### src/rtl/imem_loader.sv
// Instruction memory loader: assembles a big-endian byte stream into 16-bit words,
// then serves them to the core while holding it in reset until the program is complete.
module imem_loader (
  input  logic        clk_i,
  input  logic        rst_i,
  input  logic        ld_valid_i,
  input  logic [7:0]  ld_data_i,
  input  logic        ld_last_i,
  output logic        ld_ready_o,
  input  logic        reload_i,
  input  logic [7:0]  insaddr_i,
  output logic [15:0] insdata_o,
  output logic        core_rst_o,
  output logic        load_done_o,
  output logic [8:0]  word_count_o
);

  typedef enum logic [1:0] {StWaitHi, StWaitLo, StRun} state_e;

  state_e      state_q, state_d;
  logic [7:0]  wr_ptr_q, wr_ptr_d;
  logic [7:0]  hi_hold_q, hi_hold_d;
  logic [8:0]  word_count_q, word_count_d;
  logic [15:0] mem_q [256];
  logic        accept;
  logic        mem_we;

  always_comb begin
    state_d      = state_q;
    wr_ptr_d     = wr_ptr_q;
    hi_hold_d    = hi_hold_q;
    word_count_d = word_count_q;
    mem_we       = 1'b0;
    ld_ready_o   = !rst_i && (state_q != StRun);
    accept       = ld_valid_i && ld_ready_o;

    case (state_q)
      StWaitHi: begin
        if (accept) begin
          hi_hold_d = ld_data_i;
          state_d   = StWaitLo;
        end
      end
      StWaitLo: begin
        if (accept) begin
          mem_we       = 1'b1;
          word_count_d = word_count_q + 9'd1;
          // The last slot is terminal: saturate rather than wrap onto word 0.
          wr_ptr_d     = (wr_ptr_q == 8'hFF) ? wr_ptr_q : wr_ptr_q + 8'd1;
          state_d      = (ld_last_i || (wr_ptr_q == 8'hFF)) ? StRun : StWaitHi;
        end
      end
      StRun: begin
        if (reload_i) begin
          state_d      = StWaitHi;
          wr_ptr_d     = '0;
          word_count_d = '0;
        end
      end
      default: state_d = StWaitHi;
    endcase
  end

  always_ff @(posedge clk_i) begin
    if (rst_i) begin
      state_q      <= StWaitHi;
      wr_ptr_q     <= '0;
      hi_hold_q    <= '0;
      word_count_q <= '0;
    end else begin
      state_q      <= state_d;
      wr_ptr_q     <= wr_ptr_d;
      hi_hold_q    <= hi_hold_d;
      word_count_q <= word_count_d;
    end
  end

  // Memory is deliberately not reset; only the load path writes it.
  always_ff @(posedge clk_i) begin
    if (mem_we) begin
      mem_q[wr_ptr_q] <= {hi_hold_q, ld_data_i};
    end
  end

  always_comb begin
    insdata_o = 16'h0000;
    // Gate by word_count so stale words from an older, longer load read as NOP.
    if (!rst_i && (state_q == StRun) && ({1'b0, insaddr_i} < word_count_q)) begin
      insdata_o = mem_q[insaddr_i];
    end
  end

  assign core_rst_o   = rst_i || (state_q != StRun);
  assign load_done_o  = !rst_i && (state_q == StRun);
  assign word_count_o = word_count_q;

endmodule
### config.mk
export PLATFORM = sky130hd
export DESIGN_NAME = imem_loader
export DESIGN_NICKNAME = d
export VERILOG_FILES = /design/src/rtl/imem_loader.sv
export SDC_FILE = /design/constraint.sdc
export NUM_CORES = 2
export LEC_CHECK = 0
export ABC_AREA = 1
export CORE_MARGIN = 2
export CORE_UTILIZATION = 45
export DETAILED_ROUTE_END_ITERATION = 16
export PLACE_DENSITY_LB_ADDON = 0.08
export SETUP_SLACK_MARGIN = 0.3
export SYNTH_ARGS = -nofsm -noshare
export SYNTH_HDL_FRONTEND = slang
export SYNTH_SLANG_ARGS = --single-unit
### constraint.sdc
create_clock -name clk_i -period 4.5 [get_ports clk_i]
set_input_delay 0.9 -clock clk_i [delete_from_list [all_inputs] [get_ports clk_i]]
set_output_delay 0.9 -clock clk_i [all_outputs]
set_load 0.1 [all_outputs]
==> results.md <==
- The flow ran to the end, and the final reports show no timing, DRC or antenna violations.
- The mapped netlist covers 166000 µm².
- Detailed routing placed a total of 265 mm of wire on met2.
- TritonCTS built the clock tree.
- The sequential power share is about 50%.
- In this run, placement finished with an instance count of around 19000.
- Pin placement for this block handled between 40 and 50 I/O pins.
- The final critical delay including setup and external delays is 4.35 ns.
- On the final layout, the worst hold slack is roughly 0.37 ns.
- The share of Yosys cell area claimed by the top area cell type is 73.9%.
- After clock tree synthesis, the clock-pin slew on the worst setup and hold paths is 0.06 ns.
- The die boundary width is approximately 600 µm.
- The setup-violating endpoint count in the final report is 0.
- Overall power consumption after layout is estimated at 84.5 mW.
- The number of global-route vias before repair is 108466.
- The weighted congestion at the end of routability-driven global placement is 0.881.
- Sequential cells were found to cover 74.3% of the synthesized design area.
- In this run the vertical extent of the chip is 612 µm.
- The clock skew after layout is 0.0757 ns.
- Row generation in the floorplan step produced 223 rows.
- The post-route fraction of the period consumed by the critical path is 96.7%.
- During placement, the flow inserted port buffers numbering 48.
- The internal power of the cells totals 64.9 mW.
- In this run the power spent charging and discharging nets is 19.6 mW.
- The maximum number of buffers from clock root to sink is 4.
- The number of DRC markers after the initial detailed-route iteration is 14272.
- The HPWL after detailed placement is around 320 mm.
- The clock latency of the later-clocked register in the worst-skew pair is about 1 ns.
- Timing analysis after detailed placement gives a worst setup slack of -0.540 ns.
- The length of routed met3 wiring is 46.3 mm.
- In the synthesized netlist, the number of instances is 13755.
- The synthesis warning total is 0.
- The area of the die is 375000 µm².
- For this run, the total global-route usage over all layers was measured as 28.9%.
- The min-delay analysis places its worst path in the category input port to flop.
- The worst setup path is launched from an input port.
- The biggest fanout along the worst timing path is 18.
- Ranked by total cell area, the synthesized netlist is headed by edfxtp_1, nand3_1, nand2_1.
- For this block, the routed nets add up to approximately 560 mm of wire.
- The core outline area is 369000 µm².
- The critical path data arrival time is roughly 3.5 ns.
- Setup repair after global routing could not meet its margin everywhere.
- In this run, synthesis produced a sequential element count of 4123.
- Across the run, the number of max-cap violations was 0.
- The post-route netlist has 16.8% of its cells at a drive strength greater than 1.
- The final hold violation count is 0.
- The number of slew-limit violations in the final report is 0.
- The count of fill cells added during filler insertion is a little over 30000.
- Detailed routing inserted a total of between 100k and 150k vias.
- The synthesized area per cell is 12.1 µm².
- The tree is rooted in a clkbuf_16.
- The proportion of power drawn by combinational gates is 7.7%.
- The vias per cell is approximately 5.8.
- The headroom to the max-slew limit is 29.7%.
- The highest achievable clock rate is 230 MHz.
- The library cell occupying the most area in the post-synthesis netlist is edfxtp_1.
- The static leakage is ~72 nW.
- The launch point of the worst reg-to-reg path is wr_ptr_q[4].
- In the routed design, unresolved DRC markers number 0.
- The sink count of the clock tree is 4123.
- The total overflow left after global routing is 0.
- The synthesized netlist contains 34 unique library cells.
- The number of non-filler instances in the completed layout is around 20000.
- The number of buffers inserted for hold repair after clock tree synthesis is 0.
- The initial antenna violation count is 20.
- After detailed routing, the wire length on met1 is between 200 and 250 mm.
- The power density over the cells is 418 nW/µm².
- The total number of nets in the final design is 14634.
- Per report_power, the clock group accounts for 42.3% of the total.
- Across all setup checks in the final design, the least slack found is 0.151 ns.
- For the pin with the worst max-slew slack, the measured transition is 1.05 ns.
- The starting utilization of the core area is between 40% and 50%.
- The clock tree synthesis step divided the H-tree into 5 levels.
- When the netlist entered floorplanning its net count stood at about 14000.
- The maximum number of pins on one net before global-route repair is 106.
- The number of detailed-routing iterations run before antenna repair is 8.
- The worst hold path begins at ld_data_i[7].
- Signal routing reaches up to met5.
- The area added between synthesis and finish is 21.5%.
- The switching power share of the total is 23.2%.
- The worst endpoint required time is 3.60 ns.
- The classification of the worst setup path is input port to output pin.
- The category of the worst setup path capture point is an output pin.
- The wire length of the first global-routing pass is slightly below 800 mm.
- The highest ir drop seen on vdd is 0.000349 V.
- The count of nets left with antenna violations once routing finished came out at 0.
- The wire length per cell is 28.2 µm.
- Counting the buffers created by CTS gives 438.
- In this run the worst setup path begins at insaddr_i[2].
[Yosys cell counts, drive strengths merged]
master   number
o22ai         2
inv          41
dfxtp        27
a31oi         1
clkinv        2
nand2      4202
nand3      4038
nor3          7
edfxtp     4096
nand4         3
buf         754
o31ai         1
a21oi        27
o21ai        18
clkbuf      183
a211oi        1
a32o          1
ha           12
a2111oi       1
nor2        337
nor4          1
[flip-flops by register name, indices dropped and copies added, names as in the netlist]
register      count
wr_ptr_q          8
hi_hold_q         8
word_count_o      9
state_q           2
mem_q          4096
[logic make-up after synthesis]
family	count (synthesis)	synth area share [%]
flops	4123	74.3
fa+ha+maj	12	0.0902
buf+inv	980	3.03
simple gates	8588	22.4
compound gates	52	0.180
[path summary, 6_finish.rpt]
check | endpoint | slack [ns] | depth (start not counted)
min reg2reg | word_count_o[4] | 0.51 | 2
max | insdata_o[11] | 0.15 | 12
min | mem_q[181][7] | 0.37 | 1
max reg2reg | mem_q[152][0] | 1.48 | 5
[layout make-up]
class | instances | area [µm²] | share of cell area, %
Clock buffer | 556 | 11700 | 5.78
Inverter | 43 | 236 | 0.117
Sequential cell | 4123 | 124000 | 61.1
Timing Repair inverter | 4 | 85.1 | 0.0421
Multi-Input combinational cell | 8652 | 40900 | 20.2
Clock inverter | 258 | 2400 | 1.19
Timing Repair Buffer | 1339 | 17100 | 8.45
Antenna cell | 4 | 10.0 | 0.00495
Tap cell | 4950 | 6190 | 3.06
[power by group through the flow]
stage	Clock (mW)	Combinational, mW	Sequential (mW)
final	35.8	6.49	42.2
after floorplan	0	2.56	43.1
after CTS	36.2	5.91	42.2
after global placement	0	5.43	43.0
after detailed placement	0	5.47	43.0
after global routing	37.7	6.84	42.2
[through the flow]
step	utilization, %	area [µm²]	TNS, ns
2_1_floorplan	-	167000	0
5_1_grt	54.8	202000	0
6_report	54.8	202000	0
3_3_place_gp	48.9	180000	-4.31
3_5_place_dp	48.9	180000	-4.22
4_1_cts	53.6	198000	0
[cell usage in the layout, fill, tap and decap left out, types with 9 or more instances in the layout]
cell type,synthesis,layout
clkdlybuf4s50_1,0,14
nand2_4,1,10
ha_1,12,11
dfxtp_1,27,14
bufbuf_16,0,16
bufinv_16,0,40
clkinv_1,2,109
inv_1,35,30
clkinv_2,0,81
nand2_2,3,36
clkbuf_8,0,11
nand3_1,4038,3610
nor2_1,334,259
a21oi_1,27,26
edfxtp_1,4096,4096
clkbuf_16,0,507
nor2_4,1,37
nand3_2,0,377
clkinvlp_4,0,11
nand3_4,0,51
dfxtp_4,0,9
nand2_1,4198,4156
buf_12,0,239
buf_16,0,101
buf_8,1,23
buf_4,164,794
clkbuf_1,183,99
buf_6,16,90
o21ai_0,15,11
nor2_2,2,41
[critical path: stages]
cell,delay [ns]
buf_12,0.19
buf_12,0.15
buf_16,0.18
ha_4,0.24
a21oi_2,0.13
o21ai_1,0.10
a2111oi_4,0.37
buf_6,0.19
bufbuf_16,0.29
nand2_2,0.09
nor2_4,0.25
buf_12,0.21
[layer usage]
layer	vias to the layer above	GRT usage [%]
met5	-	0
met2	5225	46.3
met4	6	8.69
met3	808	4.13
met1	58040	41.0
li1	50976	-
[what timing repair did]
action / in CTS / in global routing
resized for setup: 317 / 559
endpoints found under the setup margin: 16 / 16
pin swaps: 16 / 93
gates cloned: 47 / 63
setup buffers: 41 / 47
Power figures use the tool's default switching activity.
